[src/rtl/dafx_axi_cfg_slave.sv]
// AXI-Lite configuration/status register slave for the DAFX mixer and oscillator bank.
// Define DAFX_AXI_WSTRB_EN to honour wstrb byte lanes; otherwise every write is a full word.
module dafx_axi_cfg_slave #(
  parameter int          AXI_ADDR_WIDTH_P = 16,
  parameter int          AXI_DATA_WIDTH_P = 32,
  parameter int          NR_OF_CH_P       = 4,
  parameter int          GAIN_WIDTH_P     = 16,
  parameter int          N_BITS_P         = 32,
  parameter int          AUDIO_WIDTH_P    = 24,
  parameter logic [31:0] HW_VERSION_P     = 32'h0000_0200
) (
  input  logic                                 clk,
  input  logic                                 rst_n,
  input  logic [AXI_ADDR_WIDTH_P-1:0]          awaddr,
  input  logic                                 awvalid,
  output logic                                 awready,
  input  logic [AXI_DATA_WIDTH_P-1:0]          wdata,
  input  logic [3:0]                           wstrb,
  input  logic                                 wvalid,
  output logic                                 wready,
  output logic [1:0]                           bresp,
  output logic                                 bvalid,
  input  logic                                 bready,
  input  logic [AXI_ADDR_WIDTH_P-1:0]          araddr,
  input  logic                                 arvalid,
  output logic                                 arready,
  output logic [AXI_DATA_WIDTH_P-1:0]          rdata,
  output logic [1:0]                           rresp,
  output logic                                 rvalid,
  input  logic                                 rready,
  output logic [GAIN_WIDTH_P-1:0]              cr_mix_output_gain,
  output logic [NR_OF_CH_P*GAIN_WIDTH_P-1:0]   cr_ch_gain,
  output logic [NR_OF_CH_P*2-1:0]              cr_osc_waveform,
  output logic [NR_OF_CH_P*N_BITS_P-1:0]       cr_osc_frequency,
  output logic [NR_OF_CH_P*N_BITS_P-1:0]       cr_osc_duty,
  input  logic [AUDIO_WIDTH_P-1:0]             sr_mix_out_left,
  input  logic [AUDIO_WIDTH_P-1:0]             sr_mix_out_right,
  input  logic [NR_OF_CH_P-1:0]                irq_event,
  output logic                                 cmd_clear_amplitude,
  output logic                                 irq
);
  localparam int AW = AXI_ADDR_WIDTH_P;
  localparam int NR = NR_OF_CH_P;
  localparam int G  = GAIN_WIDTH_P;
  localparam int NB = N_BITS_P;

  function automatic logic [31:0] merge(input logic [31:0] old, input logic [31:0] nw,
                                        input logic [3:0] strb);
    for (int k = 0; k < 4; k++)
      merge[8*k +: 8] = strb[k] ? nw[8*k +: 8] : old[8*k +: 8];
  endfunction

  logic            aw_full, w_full, do_wr, wr_ok, rd_ok;
  logic [AW-1:2]   aw_word;
  logic [31:0]     w_data, wa, ra, rd_val, clr_bits;
  logic [3:0]      w_strb;
  logic [NR-1:0]   irq_status, irq_enable, irq_clr, status_nxt;
  logic [G-1:0]    gain_out;
  logic [G-1:0]    ch_gain  [NR];
  logic [1:0]      osc_wave [NR];
  logic [NB-1:0]   osc_freq [NR];
  logic [NB-1:0]   osc_duty [NR];
  logic            unused_bits;

`ifdef DAFX_AXI_WSTRB_EN
  assign unused_bits = ^{awaddr[1:0], araddr[1:0]};
`else
  assign w_strb      = 4'hF;
  assign unused_bits = ^{awaddr[1:0], araddr[1:0], wstrb};
`endif

  assign awready  = !aw_full;
  assign wready   = !w_full;
  assign arready  = !rvalid || rready;
  assign do_wr    = aw_full && w_full && (!bvalid || bready);
  assign wa       = 32'({aw_word, 2'b00});
  assign ra       = 32'({araddr[AW-1:2], 2'b00});
  assign clr_bits = merge(32'h0, w_data, w_strb);
  assign irq_clr  = (do_wr && wa == 32'h008) ? NR'(clr_bits) : '0;
  // Event set is OR-ed in after the clear so a coincident event survives.
  assign status_nxt = (irq_status & ~irq_clr) | irq_event;

  always_comb begin
    wr_ok = (wa == 32'h004) || (wa == 32'h008) || (wa == 32'h00C) || (wa == 32'h010);
    for (int n = 0; n < NR; n++) begin
      if (wa == 32'h100 + 32'(4*n)) wr_ok = 1'b1;
      if (wa == 32'h200 + 32'(16*n) || wa == 32'h204 + 32'(16*n) || wa == 32'h208 + 32'(16*n))
        wr_ok = 1'b1;
    end
  end

  always_comb begin
    rd_ok  = 1'b1;
    rd_val = 32'h0;
    case (ra)
      32'h000: rd_val = HW_VERSION_P;
      32'h004: rd_val = 32'(gain_out);
      32'h008: rd_val = 32'(irq_status);
      32'h00C: rd_val = 32'(irq_enable);
      32'h014: rd_val = 32'(sr_mix_out_left);
      32'h018: rd_val = 32'(sr_mix_out_right);
      default: rd_ok  = 1'b0;
    endcase
    for (int n = 0; n < NR; n++) begin
      if (ra == 32'h100 + 32'(4*n))  begin rd_ok = 1'b1; rd_val = 32'(ch_gain[n]);  end
      if (ra == 32'h200 + 32'(16*n)) begin rd_ok = 1'b1; rd_val = 32'(osc_wave[n]); end
      if (ra == 32'h204 + 32'(16*n)) begin rd_ok = 1'b1; rd_val = 32'(osc_freq[n]); end
      if (ra == 32'h208 + 32'(16*n)) begin rd_ok = 1'b1; rd_val = 32'(osc_duty[n]); end
    end
    if (!rd_ok) rd_val = 32'hBAAD_FACE;
  end

  // Holder payloads carry no reset; the full flags alone qualify them.
  always_ff @(posedge clk) begin
    if (awvalid && !aw_full) aw_word <= awaddr[AW-1:2];
    if (wvalid && !w_full) begin
      w_data <= wdata;
`ifdef DAFX_AXI_WSTRB_EN
      w_strb <= wstrb;
`endif
    end
  end

  always_ff @(posedge clk or negedge rst_n) begin
    if (!rst_n) begin
      aw_full             <= 1'b0;
      w_full              <= 1'b0;
      bvalid              <= 1'b0;
      bresp               <= 2'b00;
      rvalid              <= 1'b0;
      rresp               <= 2'b00;
      rdata               <= '0;
      irq_status          <= '0;
      irq                 <= 1'b0;
      cmd_clear_amplitude <= 1'b0;
    end else begin
      if (do_wr)                    aw_full <= 1'b0;
      else if (awvalid && !aw_full) aw_full <= 1'b1;
      if (do_wr)                    w_full  <= 1'b0;
      else if (wvalid && !w_full)   w_full  <= 1'b1;
      if (do_wr) begin
        bvalid <= 1'b1;
        bresp  <= wr_ok ? 2'b00 : 2'b10;
      end else if (bready) begin
        bvalid <= 1'b0;
      end
      if (arvalid && arready) begin
        rvalid <= 1'b1;
        rdata  <= rd_val;
        rresp  <= rd_ok ? 2'b00 : 2'b10;
      end else if (rready) begin
        rvalid <= 1'b0;
      end
      irq_status          <= status_nxt;
      irq                 <= |(irq_status & irq_enable);
      cmd_clear_amplitude <= do_wr && (wa == 32'h010) && clr_bits[0];
    end
  end

  always_ff @(posedge clk or negedge rst_n) begin
    if (!rst_n) begin
      gain_out   <= G'(1);
      irq_enable <= '0;
      for (int n = 0; n < NR; n++) begin
        ch_gain[n]  <= G'(1);
        osc_wave[n] <= 2'b00;
        osc_freq[n] <= NB'(500);
        osc_duty[n] <= NB'(500);
      end
    end else if (do_wr && wr_ok) begin
      if (wa == 32'h004) gain_out   <= G'(merge(32'(gain_out), w_data, w_strb));
      if (wa == 32'h00C) irq_enable <= NR'(merge(32'(irq_enable), w_data, w_strb));
      for (int n = 0; n < NR; n++) begin
        if (wa == 32'h100 + 32'(4*n))
          ch_gain[n]  <= G'(merge(32'(ch_gain[n]), w_data, w_strb));
        if (wa == 32'h200 + 32'(16*n))
          osc_wave[n] <= 2'(merge(32'(osc_wave[n]), w_data, w_strb));
        if (wa == 32'h204 + 32'(16*n))
          osc_freq[n] <= NB'(merge(32'(osc_freq[n]), w_data, w_strb));
        if (wa == 32'h208 + 32'(16*n))
          osc_duty[n] <= NB'(merge(32'(osc_duty[n]), w_data, w_strb));
      end
    end
  end

  assign cr_mix_output_gain = gain_out;
  for (genvar n = 0; n < NR; n++) begin : g_pack
    assign cr_ch_gain[n*G +: G]        = ch_gain[n];
    assign cr_osc_waveform[n*2 +: 2]   = osc_wave[n];
    assign cr_osc_frequency[n*NB +: NB] = osc_freq[n];
    assign cr_osc_duty[n*NB +: NB]     = osc_duty[n];
  end
endmodule

[config.mk]
export PLATFORM = sky130hd
export DESIGN_NAME = dafx_axi_cfg_slave
export DESIGN_NICKNAME = d
export VERILOG_FILES = /design/src/rtl/dafx_axi_cfg_slave.sv
export SDC_FILE = /design/constraint.sdc
export NUM_CORES = 1
export LEC_CHECK = 0
export ABC_AREA = 1
export BUFFER_PORTS_ARGS = -buffer_cell sky130_fd_sc_hd__buf_2
export CAP_MARGIN = 20
export CORE_MARGIN = 3
export CORE_UTILIZATION = 54
export CTS_CLUSTER_SIZE = 16
export DETAILED_ROUTE_END_ITERATION = 8
export PLACE_DENSITY = 0.9
export SLEW_MARGIN = 15
export SYNTH_ARGS = -nofsm -noshare
export SYNTH_HDL_FRONTEND = slang
export SYNTH_SLANG_ARGS = --single-unit
[constraint.sdc]
create_clock -name clk -period 2.5 [get_ports clk]
set_input_delay 0 -clock clk [delete_from_list [all_inputs] [get_ports clk]]
set_output_delay 0 -clock clk [all_outputs]
set_load 0.02 [all_outputs]
==> results.yml <==
detailed_routing:
  drt_iter0_markers: 2482
  routed_wirelength_um: 83010
  via_per_inst: 5.800
  antenna_left: 0
  wire_per_inst_um: 22.70
  dr.pass1.iters: 7
  route.vias.total: 21210
  drc: 0
clocking:
  cts_tree: "built"
  htreeDepth: 2
  clkTransAtPathRegs_ps: 70
  clock-root-buffer: "clkbuf_16"
  clk_latency_ps: 600
  clock_path_buffers: 3
  cts.sinks: 438
  cts_made_buffers: 45
critical_path:
  end_kind: "flip-flop"
  cp.required_ps: 2970
  critPathMaxFanout: 6
  arrival_ps: 3200
  critPathKind: "reg2reg"
  crit_path_start_kind: "flip-flop"
layout:
  area_growth_pct: 37.02
  num-fill-cells: 2542
  fin_nets: 3238
  design_area_um2: 28020
  layout-drive-gt1-share: 0.3205
placement:
  portBuffers: 503
  place_area_um2: 24240
  place_hpwl_um: 55810
  gp_congestion: 0.9832
  pre_cts_ws_ps: -30.24
sta:
  period_needed_ps: 2728
  hold_violations: 0
  finalMaxSlewViolations: 0
  tightest_slew_ps: 828.9
  rsz0062_at_grt: "true"
  fmax_ghz: 0.3665
  min_period_over_period: 1.091
  fin_hold_ws_ps: 7.588
  setup_slack_ps: -228.2
  relSlewSlack: 0.4444
  setup_viol: 167
  finClkSkew_ps: 22.01
yosys:
  synth-seq-cells: 438
  ys_types: 51
  synth_warnings: 0
  async_reset_ff_frac: 0.8950
  syn_inst: 2439
  synth-edff-count: 46
  synthesis.area_um2: 20450
  ys.flop_type: "dfrtp_1"
  synth_top_area_frac: 0.4148
  ys_seq_area_frac: 0.5504
  synth_area_per_cell_um2: 8.385
  synth_common_cells: "nand2_1 (639), inv_1 (377), dfrtp_1 (339), o21ai_0 (212), o21ai_1 (179)"
  synth.area.top_cells: "dfrtp_1 (41%), nand2_1 (12%), inv_1 (6.9%), dfstp_2 (6.8%), edfxtp_1 (6.8%)"
  synth_top_area_cell: "dfrtp_1"
  yosysMostFrequentCell: "nand2_1"
power_and_ir_drop:
  total_leakage_power_nw: 13.81
  powerDensity_nw_per_um2: 568.3
  vdd_ir_drop_max_uv: 768.7
status:
  violations: "negative setup slack"
  status: "finished, violations left"
floorplan:
  dieArea_um2: 40240
  core_um2: 36960
  initial_utilization: 0.5533
  rows: 70
  die_h_um: 200.6
  io_pins: 514
  die_x_um: 200.6
global_route:
  grt_max_degree: 76
  overflow: 0
  grt_pass1_vias: 20180
  antenna_found_initial: 5
  grt_use_total: 0.3748
  grt_pass1_wl_um: 117400
min_path:
  worstHoldPathType: "in2async"
run:
  maxCapViolations: 0
-- routing by layer --
layer  track usage  vias up  part of all wire
li1              -     9255                 -
met1        0.4400    10140              0.34
met2        0.6287     1467              0.48
met3        0.1026      344              0.12
met4        0.2038        0             0.065
met5             0        -                 0
-- final timing paths --
check | slack [ps] | to | from | cells after the start
setup / recovery | -230 | cr_osc_frequency[75] | aw_word[12] | 14
hold / removal | 8 | cr_osc_duty[18] | rst_n | 2
setup reg to reg | -230 | cr_osc_frequency[75] | aw_word[12] | 14
hold reg to reg | 480 | rdata[5] | rdata[5] | 2
max in group asynchronous | 1610 | cr_osc_duty[40] | rst_n | 3
min in group clk | 60 | rdata[4] | arvalid | 4
-- cell usage in the layout, fill, tap and decap left out, types with 10 or more instances in the layout --
cell type / n
nand2_1: 585
buf_6: 12
o21ai_1: 140
o2111ai_1: 12
o21ai_2: 49
nor3_2: 10
dfstp_2: 53
nand3_1: 129
dlygate4sd3_1: 57
a221oi_1: 21
buf_12: 39
a21oi_1: 42
buf_4: 104
clkinv_2: 11
inv_2: 18
nor2_2: 18
nor2_1: 77
o21ai_0: 201
o211ai_1: 22
edfxtp_1: 46
buf_2: 502
inv_1: 372
dfrtp_1: 339
clkbuf_16: 67
nand2_2: 45
nand2_4: 11
nand4_1: 45
-- cell type report --
type | instances | area, um^2 | share of cell area
repair inverters | 1 | 6.256 | 0.0002233
flip-flops and latches | 438 | 11260 | 0.4017
clock inverters | 21 | 215.2 | 0.007680
repair buffers | 739 | 5355 | 0.1911
well taps | 504 | 630.6 | 0.02250
inverters | 392 | 1479 | 0.05278
multi-input cells | 1494 | 7740 | 0.2762
diodes | 5 | 12.51 | 0.0004465
clock buffers | 63 | 1326 | 0.04733
-- metrics by stage --
stage	std cells	total power (W)	utilization	TNS, ps
3_3_place_gp	3444	0.008722	0.6558	0
3_5_place_dp	3444	0.008744	0.6558	-94.39
6_report	3657	0.01592	0.7582	-15300
2_1_floorplan	2440	0.008103	-	0
4_1_cts	3587	0.01580	0.7146	-202.7
5_1_grt	3657	0.01634	0.7582	-37320
-- cells by family (layout without fill, tap and decap cells) --
| group | after synthesis | count (layout) | share of synthesized area |
|---|---|---|---|
| compound gates | 511 | 511 | 0.1369 |
| flops | 438 | 438 | 0.5504 |
| mux | 5 | 5 | 0.002447 |
| other cells | 1 | 7 | 0.0001834 |
| simple gates | 975 | 976 | 0.2076 |
| buf+inv | 509 | 1216 | 0.1024 |
-- state kept, by name, indices dropped and copies added (netlist names) --
name,count
cr_osc_duty,128
irq,1
cr_mix_output_gain,16
cr_osc_frequency,128
cr_ch_gain,64
cmd_clear_amplitude,1
bresp,1
aw_word,14
irq_status,4
cr_osc_waveform,8
rvalid,1
rresp,1
w_full,1
clr_bits,32
irq_enable,4
bvalid,1
rdata,32
aw_full,1
-- timing repair --
| item | in CTS | in global routing |
|---|---|---|
| hold buffers | 57 | 0 |
| gates resized for setup | 5 | 200 |
| endpoints found under the hold margin | 403 | 0 |
| cloned | 1 | 28 |
| endpoints found under the setup margin | 7 | 332 |
| buffers inserted | 1 | 38 |
| pin swaps | 1 | 10 |
-- report_power, final --
| group | total, W | internal, W | switching [W] |
|---|---|---|---|
| clock | 0.00710 | 0.00412 | 0.00297 |
| sequential | 0.00765 | 0.00741 | 0.000240 |
| combinational | 0.00118 | 0.000315 | 0.000861 |
-- worst max-delay path, cell delays in order (launching register included) --
cell	delay (ps)
edfxtp_1	400
or2_4	260
nor2_4	140
nand2_4	120
inv_8	110
nand2_1	100
o21ai_0	340
nor4_4	100
nand4_4	160
nand3_4	140
buf_12	180
buf_12	130
clkbuf_16	160
o21ai_2	130
inv_1	110
Power figures use the tool's default switching activity.
